**config.mk**
```make
export PLATFORM = sky130hd
export DESIGN_NAME = tff_step_ctrl
export DESIGN_NICKNAME = d
export VERILOG_FILES = /design/src/rtl/tff_step_ctrl.sv
export SDC_FILE = /design/constraint.sdc
export NUM_CORES = 1
export LEC_CHECK = 0
export CORE_MARGIN = 2
export CORE_UTILIZATION = 45
export DETAILED_ROUTE_END_ITERATION = 16
export PLACE_DENSITY_LB_ADDON = 0.08
export SYNTH_ARGS = -nofsm -noshare
export SYNTH_HDL_FRONTEND = slang
export SYNTH_SLANG_ARGS = --single-unit
export TNS_END_PERCENT = 20
```
**constraint.sdc**
```tcl
create_clock -name clk -period 1.45 [get_ports clk]
set_input_delay 0.145 -clock clk [delete_from_list [all_inputs] [get_ports clk]]
set_output_delay 0.145 -clock clk [all_outputs]
set_load 0.005 [all_outputs]
```
**src/rtl/tff_step_ctrl.sv**
```systemverilog
// Run controller for a WIDTH-bit up/down counter built from toggle cells.
// Sequences T inputs one step per cycle, with pause, clear, done and wrap status.
module tff_step_ctrl #(
    parameter int unsigned WIDTH = 4,
    parameter int unsigned SW    = 8
) (
    input  logic             clk,
    input  logic             reset,
    input  logic             start,
    input  logic             dir,
    input  logic [SW-1:0]    steps,
    input  logic             hold,
    input  logic             clr,
    output logic [WIDTH-1:0] count,
    output logic             busy,
    output logic             done,
    output logic             wrap
);

    typedef enum logic [1:0] {
        StIdle  = 2'b00,
        StRun   = 2'b01,
        StPause = 2'b10,
        StDone  = 2'b11
    } state_e;

    state_e          state;
    logic            dir_q;
    logic [SW-1:0]   remaining;
    logic            step;
    logic            at_edge;
    logic [WIDTH-1:0] t;

    assign step = (state == StRun) && !hold;

    // Wrap point: all ones when counting up, all zeros when counting down.
    assign at_edge = dir_q ? (&count) : ~(|count);

    // Toggle enables: a bit flips when every lower bit sits at the carry/borrow value.
    always_comb begin
        logic carry;
        t     = '0;
        carry = 1'b1;
        for (int i = 0; i < int'(WIDTH); i++) begin
            t[i]  = step & carry;
            carry = carry & (dir_q ? count[i] : ~count[i]);
        end
    end

    always_ff @(posedge clk or negedge reset) begin
        if (!reset) begin
            state     <= StIdle;
            count     <= '0;
            remaining <= '0;
            dir_q     <= 1'b1;
            busy      <= 1'b0;
            done      <= 1'b0;
            wrap      <= 1'b0;
        end else begin
            done  <= 1'b0;
            wrap  <= step & at_edge;
            count <= count ^ t;
            unique case (state)
                StIdle: begin
                    if (start) begin
                        dir_q     <= dir;
                        remaining <= steps;
                        if (steps != '0) begin
                            state <= StRun;
                            busy  <= 1'b1;
                        end else begin
                            state <= StDone;
                            done  <= 1'b1;
                        end
                    end else if (clr) begin
                        count <= '0;
                    end
                end
                StRun: begin
                    if (hold) begin
                        state <= StPause;
                    end else begin
                        remaining <= remaining - 1'b1;
                        if (remaining == SW'(1)) begin
                            state <= StDone;
                            busy  <= 1'b0;
                            done  <= 1'b1;
                        end
                    end
                end
                StPause: begin
                    // Resuming takes one edge with no step.
                    if (!hold) state <= StRun;
                end
                StDone: begin
                    state <= StIdle;
                end
                default: state <= StIdle;
            endcase
        end
    end

endmodule

```
======== Word-level counts from Yosys, hierarchy flattened ========
Cells that the tools add are included.
Widths: inputs -> output; s select.
cells by class
  add/sub/neg operators ................... 1
  eq/ne operators ......................... 10
  multiplexer cells ....................... 26
  bitwise operators ....................... 11
  reductions and logical operators ........ 11
operator list
  kind                 number
  $mux 8               2
  $pmux 8 s2           1
  $mux 1               12
  $mux 4               3
  $mux 2               5
  $eq 8x1->1 const B   1
  $ne 2x2->1 const B   4
  $pmux 2 s4           1
  $reduce_bool 8->1    1
  $sub 8x1->8 const B  1
  $and 1x1->1          6
  $reduce_and 3->1     2
  $reduce_and 5->1     1
  $eq 2x2->1 const B   2
  $not 1->1            4
  $pmux 1 s2           2
  $reduce_and 4->1     1
  $reduce_or 4->1      1
  $xor 4x4->4          1
  $ne 3x2->1 const B   1
  $eq 2x1->1 const B   1
  $logic_not 2->1      1
  $ne 2x1->1 const B   1
  $reduce_and 2->1     1
  other kinds (3)      3
storage, ports and cells
  register bits ........................... 18
  input bits .............................. 14
  word-level logic and storage cells ...... 66

======== Longest topological paths before layout ========
Gate-level depths: netlist (run 1).
  depth after elaboration ................. 9
  depth in mapped cells ................... 6
  depth with buffers taken out ............ 6

======== Least setup slack after synthesis (run 1) ========
No wires, ideal clock.
  path kind ............................... reg2reg
  start point ............................. register count[0]
  end point ............................... register count[3]
  library setup time ...................... 0.143 ns
  arrival ................................. 1.382 ns
  path slack .............................. -0.075 ns
  cell stages (with the launch flop) ...... 5
  buffers on the path ..................... 0
  period minus slack after synthesis ...... 1.525 ns
  cells stage by stage .................... dfrtp_1 -> or4_4 -> a211oi_2 -> xnor2_1 -> nor2_1
on the way
  longest elaborated chain between the ends .. 9
RTL lines
  item                           RTL line  text
  start, declared                14        output logic [WIDTH-1:0] count,
  start signal, assigned         62        count <= count ^ t;
  $not 1->1                      46        carry = carry & (dir_q ? count[i] : ~count[i]);
  $mux 1 (*)                     46
  $and 1x1->1 (*) (2 in series)  46
  $and 1x1->1 (*)                45        t[i] = step & carry;
  $xor 4x4->4 (*)                62
  $mux 4                         75        end else if (clr) begin
  $mux 4                         65        if (start) begin
  $mux 4 (*)                     63        unique case (state)
Every way passes the cells marked *; elsewhere a longest branch is shown, timed or not.
A chain may end at the register's enable or synchronous reset.

======== Worst setup path in the final report (run 1) ========
  start point ............................. register dir_q
  end point ............................... register count[3]
on the way
  longest elaborated chain between the ends .. 8
  elaborated cells on any way between the ends .. 10
  classes of those cells .................. mux: 6; bitwise: 4
RTL lines
  item                    RTL line  text
  start, declared         28        logic dir_q;
  start signal, assigned  66        dir_q <= dir;
  $mux 1                  46
  $and 1x1->1             46
  $and 1x1->1 (*)         46
  $and 1x1->1 (*)         45
  $xor 4x4->4 (*)         62
  $mux 4                  75
  $mux 4                  65
  $mux 4 (*)              63
Marked as above.

==> impl_metrics.tcl, run 1 <==
set metrics [dict create \
    via_per_inst 5.55 \
    cts_hold_buf 0 \
    top_level_ports 21 \
    htree_levels 1 \
    syn_area_um2 1010 \
    fin_crit_ns 1.48 \
    core_um2 2170 \
    antenna_found_initial 0 \
    seq_area_frac_synth_pct 44.7 \
    gp_congestion 0.795 \
    rsz0062_at_grt "yes" \
    cp-end-kind "flip-flop" \
    post-route-drc-count 0 \
    tightestPinTransition_ns 0.355 \
    dpl-instance-area_um2 1440 \
    timing.max_cap.violations 0 \
    grt_pass1_wl_mm 3.97 \
    final_hold_viol_count 0 \
    criticalPathCategory "reg -> reg" \
    io_buffers 20 \
    grt_pass1_vias 956 \
    mappedNetlistNets 127 \
    ant_nets 0 \
    max_stage_delay_ns 0.55 \
    yosysWarnings 0 \
    final_area_um2 1530 \
    grt_overflow 0 \
    yosys-top-cells-area "dfrtp_1 (42%), o21ai_0 (6.9%), nor2_1 (5.2%)" \
    fin_nets 175 \
    crit_slowest_cell "or4_4" \
    power.density_nw_per_um2 1890 \
    setup_viol 1 \
    path_max_fanout 4 \
    drive_above_1_share_pct 28.5 \
    synth_top_cell_by_area "dfrtp_1" \
    rows 17 \
    max_freq_mhz 675 \
    p_leak_nw 0.677 \
    synth_seq_cells 18 \
    required_ns 1.65 \
    drtPass1Iterations 4 \
    clk-insertion-delay-late_ns 0.30 \
    maxSlewHeadroom_pct 76.1 \
    fp.dieH_um 51.4 \
    grt_max_degree 25 \
    die_width_um 51.4 \
    final_cell_mix "buf_4 (26), clkdlybuf4s50_1 (17), dfrtp_1 (16)" \
    syn_inst 111 \
    yosysTopAreaCellShare_pct 42.1 \
    path_cells "or4_4 -> a211oi_2 -> xnor2_1 -> nor2_1" \
    worstPathArrival_ns 1.68 \
    pre_cts_ws_ns -0.203 \
    clock_skew_ns 0.00551 \
    startpoint_type "flip-flop" \
    violations "setup timing" \
    syn_to_final_growth_pct 51.3 \
    cts.clk_slew.worst_paths_ns 0.10 \
    period_share_pct 102 \
    via_count 1032 \
    peakVddDrop_mv 1.31 \
    drtIter0Drc 22 \
    grt_use_total_pct 20.6 \
    clock-sinks 18 \
    final_common_cell "buf_4" \
    cts_root_buffer "clkbuf_4" \
    dpl.hpwl_mm 1.93 \
    hp-class "in -> async" \
    dieArea_um2 2640 \
    start_util_pct 46.5 \
    avgSynthCellArea_um2 9.10 \
    status "complete, but fails checks" \
    antennaDiodeCount 0 \
    clk_path_buf_depth 2 \
    ys_types 33 \
    cts_buffers 3 \
    timing.final.ws_setup_ns -0.0314 \
    routedWlPerCell_um 14.2 \
    slew_viol_final 0 \
    cts_tree "done" \
    routed_wl_mm 2.64 \
]
registers in the layout, summed over array words and instances (netlist names):
name       count
done           1
remaining      8
state          2
dir_q          1
busy           1
wrap           1
count          4
layer usage:
layer	vias to the layer above	GRT usage, %	wire length (um)
li1	499	-	-
met1	494	23.1	1110
met2	33	38.9	1370
met3	6	3.51	109
met4	0	6.58	44
met5	-	0	0
critical path: cells and delay by family (launching register included):
kind / cells / cell delay [ns]
AO/OA/AOI/OAI: 1 / 0.24
XOR/XNOR: 1 / 0.14
flip-flops: 1 / 0.40
AND/OR/NAND/NOR: 2 / 0.60
area by class of cell:
class | count | area [um2]
tap | 28 | 35.0
fill | 182 | 642
timing repair buffer | 47 | 419
clock buffer | 4 | 36.3
multi-input combinational | 84 | 566
inverter | 5 | 18.8
sequential | 18 | 453
logic make-up (layout without fill, tap and decap cells):
kind of cell | count (synthesis) | in the layout | synth area share (%)
buffers and inverters | 9 | 56 | 3.47
adder cells (fa/ha/maj) | 2 | 2 | 2.48
flip-flops | 18 | 18 | 44.7
AO/OA/AOI/OAI | 34 | 34 | 21.4
AND/OR/NAND/NOR | 40 | 40 | 20.4
XOR/XNOR | 5 | 5 | 4.34
multiplexers | 3 | 3 | 3.10
path summary, 6_finish.rpt:
check | slack, ns | cells after the start | end | start
min in group clk | 0.44 | 3 | remaining[0] | steps[0]
worst min register to register | 0.52 | 1 | busy | busy
worst max-delay path | -0.03 | 4 | count[3] | dir_q
worst min-delay path | 0.16 | 2 | wrap | reset
max in group asynchronous | 1.02 | 2 | dir_q | reset
worst max register to register | -0.03 | 4 | count[3] | dir_q
synth_stat cells:
cell,count
mux2i_1,2
inv_1,5
a32o_1,1
nor2b_1,1
nor4_1,5
nand4_1,1
dfstp_2,1
o21ai_0,14
nor3_1,3
nand3_1,2
and2_1,1
dfrtp_1,17
xor2_1,1
nand2b_1,5
nor2_1,14
or4_4,1
o311ai_1,1
nand2_1,4
xnor2_1,4
a211oi_1,2
ha_1,2
or3_1,1
and3_1,1
buf_2,1
o2bb2ai_1,3
nor4b_1,1
clkbuf_1,3
a21oi_1,7
mux2_2,1
a22oi_1,3
a32oi_1,1
a211oi_2,1
a21o_1,1
what timing repair did:
action                                  in CTS  in global routing
resized for setup                            1                 11
gates cloned                                 0                  0
endpoints found under the setup margin       3                 12
setup buffers                                1                  1
pin swaps                                    0                  4
power by group:
part	switching (mW)	leakage, nW	internal [mW]
combinational	0.771	0.436	0.874
clock	0.156	0.0210	0.153
sequential	0.206	0.220	0.723
total	1.13	0.677	1.75
per-stage QoR:
| step | hold slack [ns] | std cells | utilization, % | total power [mW] | TNS (ns) |
|---|---|---|---|---|---|
| after floorplan | -0.151 | 111 | - | 1.69 | -0.0250 |
| after global placement | 0.491 | 180 | 66.2 | 2.40 | -0.407 |
| after detailed placement | 0.488 | 180 | 66.2 | 2.46 | -0.522 |
| after CTS | 0.170 | 185 | 68.2 | 2.79 | -0.0476 |
| after global routing | 0.190 | 186 | 70.4 | 3.10 | -0.132 |
| final | 0.162 | 186 | 70.4 | 2.88 | -0.0314 |
Power figures use the tool's default switching activity.
==> inputs of run 2 (changes only) <==
--- a/config.mk
+++ b/config.mk
@@ -8,7 +8,7 @@
 export CORE_MARGIN = 2
 export CORE_UTILIZATION = 45
 export DETAILED_ROUTE_END_ITERATION = 16
-export PLACE_DENSITY_LB_ADDON = 0.08
+export PLACE_DENSITY = 0.74
 export SYNTH_ARGS = -nofsm -noshare
 export SYNTH_HDL_FRONTEND = slang
 export SYNTH_SLANG_ARGS = --single-unit
==> run 2 against run 1 <==
Effect of this change: the run still ends with setup timing left; sequential share of layout area increased by 0.46 points; register-to-register slack about the same; final cell count decreased by 1.6%; largest power group unchanged.
==> impl_metrics.tcl, run 2 (synthesis gave the netlist of run 1 again) <==
set metrics [dict create \
    status "complete, but fails checks" \
    clock-sinks 18 \
    path_cells "or4_4 -> a211oi_2 -> xnor2_1 -> nor2_1" \
    tightestPinTransition_ns 0.373 \
    via_per_inst 5.38 \
    intPower_mw 1.67 \
    worstPathArrival_ns 1.67 \
    grt_pass1_vias 948 \
    power_switching_mw 1.10 \
    die_width_um 51.4 \
    total_power_mw 2.78 \
    clock_skew_ns 0.00324 \
    maxSlewHeadroom_pct 74.9 \
    htree_levels 1 \
    p_leak_nw 0.654 \
    fill_cells 174 \
    clkPwrFrac_pct 11.1 \
    fin_crit_ns 1.48 \
    io_buffers 20 \
    grt_max_degree 25 \
    dpl.hpwl_mm 1.81 \
    grt_overflow 0 \
    p_sw_share_pct 39.8 \
    syn_to_final_growth_pct 49.8 \
    fin_nets 172 \
    drtPass1Iterations 4 \
    path_max_fanout 4 \
    startpoint_type "flip-flop" \
    cts_root_buffer "clkbuf_4" \
    top_level_ports 21 \
    rows 17 \
    grt_use_total_pct 20.5 \
    required_ns 1.64 \
    dieArea_um2 2640 \
    criticalPathCategory "reg -> reg" \
    largest_register "remaining" \
    seqPwrFrac_pct 33.9 \
    final_hold_viol_count 0 \
    antenna_found_initial 0 \
    via_count 984 \
    ant_nets 0 \
    hp-class "in -> async" \
    antennaDiodeCount 0 \
    largest_register_ffs 8 \
    period_share_pct 102 \
    rsz0062_at_grt "yes" \
    cp-end-kind "flip-flop" \
    r2r-start "count[0]" \
    setup_viol 1 \
    power.density_nw_per_um2 1840 \
    peakVddDrop_mv 0.998 \
    max_freq_mhz 675 \
    timing.max_cap.violations 0 \
    cts.clk_slew.worst_paths_ns 0.11 \
    max_stage_delay_ns 0.53 \
    core_um2 2170 \
    routed_wl_mm 2.44 \
    fp.dieH_um 51.4 \
    p_comb_share_pct 55.0 \
    final_cell_mix "buf_4 (23), clkdlybuf4s50_1 (17), nor2_1 (14), o21ai_0 (14), dfrtp_1 (14)" \
    crit_slowest_cell "or4_4" \
    start_util_pct 46.5 \
    drive_above_1_share_pct 27.1 \
    clk_path_buf_depth 2 \
    cts_buffers 3 \
    dp_cells 178 \
    routedWlPerCell_um 13.3 \
    instances_no_fill 183 \
    cts_tree "done" \
    clk-insertion-delay-late_ns 0.29 \
    slew_viol_final 0 \
    post-route-drc-count 0 \
    worstSetupStartpoint "count[0]" \
    grt_pass1_wl_mm 4.06 \
    timing.final.ws_setup_ns -0.0317 \
    drtIter0Drc 14 \
    reg_top3 "remaining x8, count x4, state x2" \
    violations "setup timing" \
    final_common_cell "buf_4" \
    gp_congestion 0.817 \
]
[run 2: cell types whose count changed in the layout (fill, tap and decap cells not counted), sizes merged]
cell,before,now
buf,27,24
[run 2: metal layers]
layer / up-vias / track usage, % / part of all wire (%)
li1: 491 / - / -
met1: 463 / 28.0 / 47
met2: 24 / 32.7 / 47
met3: 6 / 2.92 / 3.9
met4: 0 / 7.89 / 2.1
met5: - / 0 / 0
[run 2: stage by stage]
stage	worst slack, ns	TNS [ns]	utilization (%)	instance area, um2	hold WS [ns]
after floorplan	-0.0250	-0.0250	-	1020	-0.151
after global placement	-0.169	-0.229	65.5	1420	0.480
after detailed placement	-0.205	-0.539	65.5	1420	0.490
after CTS	-0.0137	-0.0137	67.5	1460	0.173
after global routing	-0.0833	-0.187	69.7	1510	0.196
final	-0.0317	-0.0317	69.7	1510	0.173
[run 2: area by class of cell]
cell class	count	area, um2	area share (%)
Clock buffer	4	36.3	2.40
Inverter	5	18.8	1.24
Multi-Input combinational cell	84	571	37.7
Sequential cell	18	455	30.1
Tap cell	28	35.0	2.32
Timing Repair Buffer	44	397	26.2
[run 2: worst paths after layout]
check,end,slack [ns],depth (start not counted)
worst min register to register,busy,0.51,1
max in group asynchronous,dir_q,1.02,2
worst max register to register,count[3],-0.03,4
worst max-delay path,count[3],-0.03,4
min in group clk,remaining[0],0.43,3
worst min-delay path,remaining[2],0.17,2
[run 2: repair_timing]
| action | in CTS | in global routing |
|---|---|---|
| hold buffers | 0 | 0 |
| gates resized for setup | 1 | 12 |
| pin swaps | 0 | 1 |
| setup endpoints to repair | 2 | 14 |
| setup buffers | 1 | 0 |
[run 2: worst max-delay path, delay by kind of cell, from the launching register on]
family,cells,cell delay [ns]
and+or+nand+nor,2,0.58
xor gates and xnor gates,1,0.14
AOI/OAI and AO/OA,1,0.22
DFF,1,0.44
[run 2: power by group through the flow]
stage / Sequential [mW] / Clock [mW] / Combinational, mW
floorplan: 0.933 / 0 / 0.762
global placement: 0.910 / 0 / 1.40
detailed placement: 0.920 / 0 / 1.45
CTS: 0.907 / 0.314 / 1.46
global route: 0.975 / 0.344 / 1.69
finish: 0.941 / 0.308 / 1.53
